**src/rtl/sram_march_tester.sv**
```systemverilog
`default_nettype none
// ============================================================================
// Module   : sram_march_tester
// Brief    : Four-phase march test engine (W0 / R0 / W1 / R1-descending)
//            driving an SRAM controller and checking its read data.
// Revision : 1.0  initial release
// ============================================================================
module sram_march_tester #(
  parameter int unsigned ADDR_WIDTH  = 18,
  parameter int unsigned DATA_WIDTH  = 16,
  parameter int unsigned START_ADDR  = 0,
  parameter int unsigned END_ADDR    = 2**18 - 1,
  parameter int unsigned WAIT_CYCLES = 3,
  parameter logic [15:0] SEED        = 16'hAAAA
) (
  input  logic                  CLK,
  input  logic                  RSTN,
  input  logic                  START,
  input  logic                  ABORT,
  output logic                  WE,
  output logic [ADDR_WIDTH-1:0] ADDRESS,
  output logic [DATA_WIDTH-1:0] DATA_WRITE,
  input  logic [DATA_WIDTH-1:0] DATA_READ,
  output logic                  BUSY,
  output logic                  DONE,
  output logic                  PASS,
  output logic [1:0]            PHASE,
  output logic [15:0]           ERR_COUNT,
  output logic [ADDR_WIDTH-1:0] FAIL_ADDR,
  output logic [DATA_WIDTH-1:0] FAIL_DATA
);

  localparam logic [2:0] S_IDLE   = 3'd0;
  localparam logic [2:0] S_SETUP  = 3'd1;
  localparam logic [2:0] S_HOLD   = 3'd2;
  localparam logic [2:0] S_GAP    = 3'd3;
  localparam logic [2:0] S_FINISH = 3'd4;

  localparam int unsigned CNT_W = (WAIT_CYCLES > 0) ? $clog2(WAIT_CYCLES + 1) : 1;
  localparam logic [ADDR_WIDTH-1:0] START_A = ADDR_WIDTH'(START_ADDR);
  localparam logic [ADDR_WIDTH-1:0] END_A   = ADDR_WIDTH'(END_ADDR);
  localparam logic [CNT_W-1:0]      HOLD_LAST = CNT_W'(WAIT_CYCLES);

  logic [2:0]            state_q, state_d;
  logic [1:0]            phase_q, phase_d;
  logic [ADDR_WIDTH-1:0] addr_q, addr_d;
  logic [DATA_WIDTH-1:0] wdata_q, wdata_d;
  logic                  we_q, we_d;
  logic                  busy_q, busy_d;
  logic                  done_q, done_d;
  logic                  pass_q, pass_d;
  logic [15:0]           err_q, err_d;
  logic [ADDR_WIDTH-1:0] faddr_q, faddr_d;
  logic [DATA_WIDTH-1:0] fdata_q, fdata_d;
  logic [CNT_W-1:0]      cnt_q, cnt_d;

  logic                  hold_last;
  logic                  range_last;
  logic                  mismatch;
  logic [1:0]            next_phase;
  logic [ADDR_WIDTH-1:0] next_addr;

  // Pattern P(a) (inv=0) or its complement (inv=1); upper address bits fold into the top of the word.
  function automatic logic [DATA_WIDTH-1:0] exp_data(input logic [ADDR_WIDTH-1:0] a,
                                                     input logic inv);
    logic [15:0] p;
    p = 16'(a) ^ {2'(32'(a) >> 16), 14'b0} ^ SEED;
    return inv ? DATA_WIDTH'(~p) : DATA_WIDTH'(p);
  endfunction

  // R1 runs descending, so its range ends at START_ADDR; the others end at END_ADDR.
  always_comb begin
    hold_last  = (cnt_q == HOLD_LAST);
    range_last = (phase_q == 2'd3) ? (addr_q == START_A) : (addr_q == END_A);
    mismatch   = (DATA_READ != exp_data(addr_q, phase_q[1]));
    next_phase = range_last ? phase_q + 2'd1 : phase_q;
    if (range_last)
      next_addr = (next_phase == 2'd3) ? END_A : START_A;
    else if (phase_q == 2'd3)
      next_addr = addr_q - ADDR_WIDTH'(1);
    else
      next_addr = addr_q + ADDR_WIDTH'(1);
  end

  // State register.
  always_ff @(posedge CLK) begin
    if (!RSTN) state_q <= S_IDLE;
    else       state_q <= state_d;
  end

  // Next-state logic; ABORT only matters while a test is running.
  always_comb begin
    state_d = state_q;
    case (state_q)
      S_IDLE, S_FINISH: if (START) state_d = S_SETUP;
      S_SETUP:          state_d = ABORT ? S_IDLE : S_HOLD;
      S_HOLD: begin
        if (ABORT)          state_d = S_IDLE;
        else if (hold_last) state_d = S_GAP;
      end
      S_GAP: begin
        if (ABORT)                              state_d = S_IDLE;
        else if (range_last && phase_q == 2'd3) state_d = S_FINISH;
        else                                    state_d = S_HOLD;
      end
      default: state_d = S_IDLE;
    endcase
  end

  // Output/datapath next values: access sequencing, compare and error capture.
  always_comb begin
    phase_d = phase_q;
    addr_d  = addr_q;
    wdata_d = wdata_q;
    we_d    = we_q;
    busy_d  = busy_q;
    done_d  = done_q;
    pass_d  = pass_q;
    err_d   = err_q;
    faddr_d = faddr_q;
    fdata_d = fdata_q;
    cnt_d   = cnt_q;
    case (state_q)
      S_IDLE, S_FINISH: begin
        if (START) begin
          phase_d = 2'd0;
          addr_d  = START_A;
          we_d    = 1'b0;
          busy_d  = 1'b1;
          done_d  = 1'b0;
          pass_d  = 1'b0;
          err_d   = '0;
          faddr_d = '0;
          fdata_d = '0;
          cnt_d   = '0;
        end
      end
      S_SETUP: begin
        if (ABORT) begin
          we_d   = 1'b0;
          busy_d = 1'b0;
        end else begin
          wdata_d = exp_data(addr_q, phase_q[1]);
          we_d    = ~phase_q[0];
          cnt_d   = '0;
        end
      end
      S_HOLD: begin
        if (ABORT) begin
          we_d   = 1'b0;
          busy_d = 1'b0;
        end else if (hold_last) begin
          we_d = 1'b0;
          if (phase_q[0] && mismatch) begin
            if (err_q != 16'hFFFF) err_d = err_q + 16'd1;
            if (err_q == 16'd0) begin
              faddr_d = addr_q;
              fdata_d = DATA_READ;
            end
          end
        end else begin
          cnt_d = cnt_q + CNT_W'(1);
        end
      end
      S_GAP: begin
        if (ABORT) begin
          we_d   = 1'b0;
          busy_d = 1'b0;
        end else if (range_last && phase_q == 2'd3) begin
          busy_d = 1'b0;
          done_d = 1'b1;
          pass_d = (err_q == 16'd0);
          we_d   = 1'b0;
        end else begin
          phase_d = next_phase;
          addr_d  = next_addr;
          wdata_d = exp_data(next_addr, next_phase[1]);
          we_d    = ~next_phase[0];
          cnt_d   = '0;
        end
      end
      default: ;
    endcase
  end

  // Datapath registers.
  always_ff @(posedge CLK) begin
    if (!RSTN) begin
      phase_q <= '0;
      addr_q  <= '0;
      wdata_q <= '0;
      we_q    <= 1'b0;
      busy_q  <= 1'b0;
      done_q  <= 1'b0;
      pass_q  <= 1'b0;
      err_q   <= '0;
      faddr_q <= '0;
      fdata_q <= '0;
      cnt_q   <= '0;
    end else begin
      phase_q <= phase_d;
      addr_q  <= addr_d;
      wdata_q <= wdata_d;
      we_q    <= we_d;
      busy_q  <= busy_d;
      done_q  <= done_d;
      pass_q  <= pass_d;
      err_q   <= err_d;
      faddr_q <= faddr_d;
      fdata_q <= fdata_d;
      cnt_q   <= cnt_d;
    end
  end

  assign WE         = we_q;
  assign ADDRESS    = addr_q;
  assign DATA_WRITE = wdata_q;
  assign BUSY       = busy_q;
  assign DONE       = done_q;
  assign PASS       = pass_q;
  assign PHASE      = phase_q;
  assign ERR_COUNT  = err_q;
  assign FAIL_ADDR  = faddr_q;
  assign FAIL_DATA  = fdata_q;

endmodule
`default_nettype wire

```
**config.mk**
```make
export PLATFORM = sky130hd
export DESIGN_NAME = sram_march_tester
export DESIGN_NICKNAME = d
export VERILOG_FILES = /design/src/rtl/sram_march_tester.sv
export SDC_FILE = /design/constraint.sdc
export NUM_CORES = 1
export LEC_CHECK = 0
export ABC_AREA = 1
export BUFFER_PORTS_ARGS = -buffer_cell sky130_fd_sc_hd__buf_2
export CAP_MARGIN = 0
export CORE_ASPECT_RATIO = 0.75
export CORE_UTILIZATION = 30
export DETAILED_ROUTE_END_ITERATION = 12
export GPL_ROUTABILITY_DRIVEN = 0
export HOLD_SLACK_MARGIN = 0.05
export PLACE_DENSITY = 0.56
export SLEW_MARGIN = 0
export SYNTH_ARGS = -nofsm -noshare
export SYNTH_HDL_FRONTEND = slang
export SYNTH_SLANG_ARGS = --single-unit
```
**constraint.sdc**
```tcl
create_clock -name CLK -period 4.1 [get_ports CLK]
set_input_delay 0.205 -clock CLK [delete_from_list [all_inputs] [get_ports CLK]]
set_output_delay 0.205 -clock CLK [all_outputs]
set_load 0.005 [all_outputs]
```
==> Word-level counts from Yosys, hierarchy flattened <==
Index checks and enable logic that the tools add are counted.
{ "op_classes": {"addsub": 5, "n_eq_ne": 24, "n_mux": 66, "n_bitwise": 8, "reduce_logical": 21} }
{ "ops": {"columns": ["operator", "count"], "rows": [
  ["$mux W16", 14],
  ["$mux W18", 10],
  ["$pmux W16 S2", 3],
  ["$pmux W18 S2", 2],
  ["$not A16 Y16", 2],
  ["$xor A16 B16 Y16", 2],
  ["$ne A2 B2 Y1 const B", 11],
  ["$mux W2", 10],
  ["$add A18 B1 Y18 const B", 1],
  ["$eq A18 B18 Y1 const B", 1],
  ["$logic_not A18 Y1", 1],
  ["$sub A18 B1 Y18 const B", 1],
  ["$add A16 B1 Y16 const B", 1],
  ["$logic_not A16 Y1", 1],
  ["$ne A16 B16 Y1", 1],
  ["$ne A16 B16 Y1 const B", 1],
  ["$not A8 Y8", 2],
  ["$reduce_and A4 Y1", 4],
  ["$mux W1", 15],
  ["$mux W3", 5],
  ["$pmux W3 S4", 1],
  ["$reduce_and A6 Y1", 2],
  ["$pmux W2 S4", 1],
  ["$reduce_and A7 Y1", 1],
  ["20 further kinds", 31]
]} }
{ "totals": {"ff_bits": 95, "in_bits": 20, "output_inout_bits": 90, "wordCells": 136} }

==> Logic depth before layout (Yosys ltp) <==
{ "logic_depth": {"depth_word": 13, "mapped_depth": 24, "ltp_nobuf": 22} }

==> Worst setup path after synthesis <==
Ideal clock, no wire load.
{ "synth_path": {"kind": "register to register", "from": "register phase_q[0] (netlist: PHASE[0])", "to": "register wdata_q[14] (netlist: DATA_WRITE[14])", "setup_time_ns": 0.132, "arrival_ns": 2.310, "required_ns": 3.968, "path_slack_ns": 1.658, "path_stages_with_launch": 24, "n_path_buf": 2, "period_less_slack_ns": 2.442, "path_cell_list": "dfxtp_1 ha_1 buf_6 buf_4 nand2_1 nand2_1 inv_1 ha_1 inv_1 nand2_1 nand3_1 nand2_1 nand2_1 nand2_1 nand2_1 nand2_1 nand2_1 nand3_2 nand3_1 nand2_1 nand2_1 nand3_1 nand2_1 a21oi_1"} }
{ "synth_between": {"elab_chain_cells": 12, "word_cells_on_any_way": 17, "classes_between": "1 x add/sub; 3 x eq/ne; 9 x mux; 2 x bitwise; 2 x reduce/logical"} }
{ "synth_lines": {"columns": ["element", "line_no", "text"], "rows": [
  ["from (decl)", "45", "logic [1:0] phase_q, phase_d;"],
  ["from (signal assigned)", "201", "phase_q <= phase_d;"],
  ["$eq A2 B2 Y1", "74, 79, 169", null],
  ["$mux W1", "74", "range_last = (phase_q == 2'd3) ? (addr_q == START_A) : (addr_q == END_A);"],
  ["$mux W2", "76", "next_phase = range_last ? phase_q + 2'd1 : phase_q;"],
  ["$eq A2 B2 Y1", "78", "next_addr = (next_phase == 2'd3) ? END_A : START_A;"],
  ["$mux W18", "78", null],
  ["$mux W18", "77", "if (range_last)"],
  ["$xor A16 B16 Y16", "67", "p = 16'(a) ^ {2'(32'(a) >> 16), 14'b0} ^ SEED;"],
  ["$not A16 Y16", "68", "return inv ? DATA_WIDTH'(~p) : DATA_WIDTH'(p);"],
  ["$mux W16", "68", null],
  ["$mux W16", "169", "end else if (range_last && phase_q == 2'd3) begin"],
  ["$mux W16", "166", "if (ABORT) begin"],
  ["$pmux W16 S2", "123", "case (state_q)"],
  ["to (signal assigned)", "203", "wdata_q <= wdata_d;"],
  ["to (decl)", "47", "logic [DATA_WIDTH-1:0] wdata_q, wdata_d;"]
]} }
Parallel ways exist; a longest one is shown, timed or not. The select of a mux whose other input is x is not followed.
A chain may end at the register's enable or synchronous reset.

==> Worst setup path after layout <==
{ "layout_path": {"from": "register phase_q[0] (netlist: PHASE[0])", "to": "register wdata_q[12] (netlist: DATA_WRITE[12])"} }
Same word-level chain as after synthesis.

==> reports/qor.txt <==
run status: complete, no violations
Critical-path top delay cell: ha_1
Final Critical Period: 3.29 ns
initial antenna violation count: 0
# Post-CTS Setup Buffers: 0
GR Layer Usage met3: 0.0696
Resized Gates After CTS: 0
Mapped Cells: 1054
average vias per placed instance: 4.86
hold path start: ABORT
syn nets: 1080
DIE WIDTH: 171 µm
path depth of the worst reg2reg path: 20
Synth Cell Area: 6460 µm²
Sw Ratio: 0.312
antenna-violating nets left: 0
Hold Fails Final Rpt: 0
Worst Path Max Fanout: 17
worst reg-to-reg setup slack: 0.81 ns
GR Util met1: 0.307
Area Overhead vs Synth: 14.8%
total track usage: 0.199
required time of the worst setup path: 4.36 ns
Antenna diodes: 0
TritonCTS clock tree: yes
maximum clock path buffer count: 2
Final #Nets: 1159
Final Skew: 0.00820 ns
Setup crit end kind: flop
WP data arrival: 3.55 ns
total grt overflow: 0
Clock Pin Slew Worst Setup and Hold Paths: 0.07 ns
DIE AREA: 22100 µm²
RSZ-0062 raised after global routing: no
RR Startpoint: PHASE[0]
first-pass GRT wire length: 33700 µm
cell with the most instances on the worst path: nand2_1
P_sw: 694 µW
headroom to the max-slew limit: 0.558
Setup Crit Path Kind: reg2reg
period utilization: 0.803
most frequent cell after synthesis: nand2_1
Synth area leaders: dfxtp_1 (29%), nand2_1 (19%), nor2_1 (8.8%)
Syn. warnings: 0
peak supply drop: 0.194 mV
worst min path class: in2reg
cell-by-cell trace of the critical path: ha_1 > buf_4 > nand2_1 > nand2_1 > inv_1 > ha_1 > inv_1 > nand2_1 > nand3_1 > nand2_1 > nand2_1 > nand2_1 > nand3_1 > nand2_1 > o21ai_0 > nand2_1 > a21oi_1 > o21ai_0 > nand2_1 > inv_1
layout cells sized above 1: 0.140
Core ar.: 21100 µm²
hold_buf cts: 0
number of fill cells in the layout: 2338
final setup vio count: 0
ys flop type: dfxtp_1
Detailed Route Iter0 Violations: 699
total number of vias: 6933
row count: 46
sequential share of power: 0.454
CP max stage delay: 0.53 ns
internal power: 1530 µW
number of synthesized flops with an enable pin: 0
number of distinct library cells after synthesis: 47
CTS Sinks: 95
post-synth top area cell: dfxtp_1
crit path launch type: flop
H-tree depth: 3
worst-skew pair later-pin latency: 0.36 ns
drt total wl: 22100 µm
WHS Endpoint: state_q[0]
Max-Cap Viols: 0
WL per Instance: 15.5 µm
syn avg cell area: 6.13 µm²
Register Area: 1900 µm²
Setup TNS Final: 0 ns
Worst Hold Depth: 2
Synth top cells by count: nand2_1 (333), nor2_1 (151), dfxtp_1 (95), inv_1 (94), a21oi_1 (75)
DR pass1 iterations: 7
GR Util met2: 0.255
post-DP HPWL: 16700 µm
Starting Density: 0.306
Worst R2R End: DATA_WRITE[12]
worst-margin pin slew: 0.662 ns
top-area cell type share of the netlist area: 0.294
clock share of power: 0.376
Slew Viols, Final: 0
Num CTS Buffers: 9
Port Buf Inserts: 109
leakage power: 0.00349 µW
Ports: 110
largest net degree at the start of global routing: 69
part of the power in combinational logic: 0.169
vias in the first global route: 5874
DRC viols: 0
flop and latch count out of synthesis: 95
area taken by multi-input logic gates: 3850 µm²
sequential element share of the synthesized area: 0.294
Die Y-Extent: 129 µm
most used routing layer: met1
root buffer cell: clkbuf_16
Final Util: 0.351
Post-synth ARST share: 0
Pwr Density: 300 nW/µm²
Peak Freq: 304 MHz
## cells by family (layout without fill, tap and decap cells)
kind of cell,Yosys count,after routing,share of synthesized area
buf+inv,153,237,0.109
flops,95,95,0.294
fa+ha+maj,6,6,0.0116
simple gates,608,608,0.392
compound gates,143,143,0.122
xor+xnor,49,49,0.0705
## final cells by class
class	instances	share of cell area
Clock buffer	9	0.0304
Sequential cell	95	0.256
Inverter	100	0.0510
Tap cell	288	0.0486
Clock inverter	7	0.00861
Timing Repair Buffer	121	0.0857
Multi-Input combinational cell	806	0.519
## worst max-delay path, delay by kind of cell, from the launching register on
kind	cells	cell delay [ns]
adder cells (fa/ha/maj)	2	0.70
buffers and inverters	4	0.46
flip-flops	1	0.48
AND/OR/NAND/NOR	11	1.11
AO/OA/AOI/OAI	3	0.44
## flip-flops by register name, indices dropped and copies added, names as in the netlist
| signal | cells |
|---|---|
| BUSY | 1 |
| FAIL_DATA | 16 |
| ADDRESS | 18 |
| PHASE | 2 |
| cnt_q | 2 |
| ERR_COUNT | 16 |
| PASS | 1 |
| DONE | 1 |
| state_q | 3 |
| DATA_WRITE | 16 |
| FAIL_ADDR | 18 |
| WE | 1 |
## placed cells by master (no fill, tap or decap), types with 6 or more instances in the layout
cell type,instances
nand2_1,333
nor2_1,151
buf_2,109
dfxtp_1,95
inv_1,94
a21oi_1,75
nand3_1,68
o21ai_0,42
xor2_1,34
nand4_1,18
nor3_1,15
xnor2_1,13
buf_4,12
clkbuf_16,9
nor4_1,6
ha_1,6
## through the flow
stage	instances	area, µm²	hold WS, ns	power [µW]	setup WS, ns
2_1_floorplan	1054	6460	0.304	1280	1.66
3_3_place_gp	1410	7130	0.453	1400	0.905
5_1_grt	1426	7410	0.175	2330	0.477
4_1_cts	1426	7410	0.153	2240	0.829
3_5_place_dp	1410	7130	0.460	1400	0.853
6_report	1426	7410	0.169	2220	0.808
## how the worst max path moves through the flow
| stage | startpoint | to | slack [ns] | cells past startpoint |
|---|---|---|---|---|
| 3_3_place_gp | PHASE[0] | DATA_WRITE[12] | 0.90 | 20 |
| 5_1_grt | PHASE[0] | DATA_WRITE[12] | 0.48 | 20 |
| 2_1_floorplan | PHASE[0] | DATA_WRITE[14] | 1.66 | 23 |
| 6_report | PHASE[0] | DATA_WRITE[12] | 0.81 | 20 |
| 4_1_cts | PHASE[0] | DATA_WRITE[12] | 0.83 | 20 |
| 3_5_place_dp | PHASE[0] | DATA_WRITE[12] | 0.85 | 20 |
## metal layers
metal	share of wire	routed length [µm]
met3	0.10	2210
met4	0.013	283
met5	0	0
met1	0.51	11300
met2	0.38	8330
## power groups by stage
stage          Combinational, µW  Clock (µW)  Sequential (µW)
2_1_floorplan                261           0             1020
3_3_place_gp                 372           0             1030
3_5_place_dp                 372           0             1030
4_1_cts                      374         858             1010
5_1_grt                      424         893             1020
6_report                     377         835             1010
No activity file was read; power rests on OpenSTA's default activity.
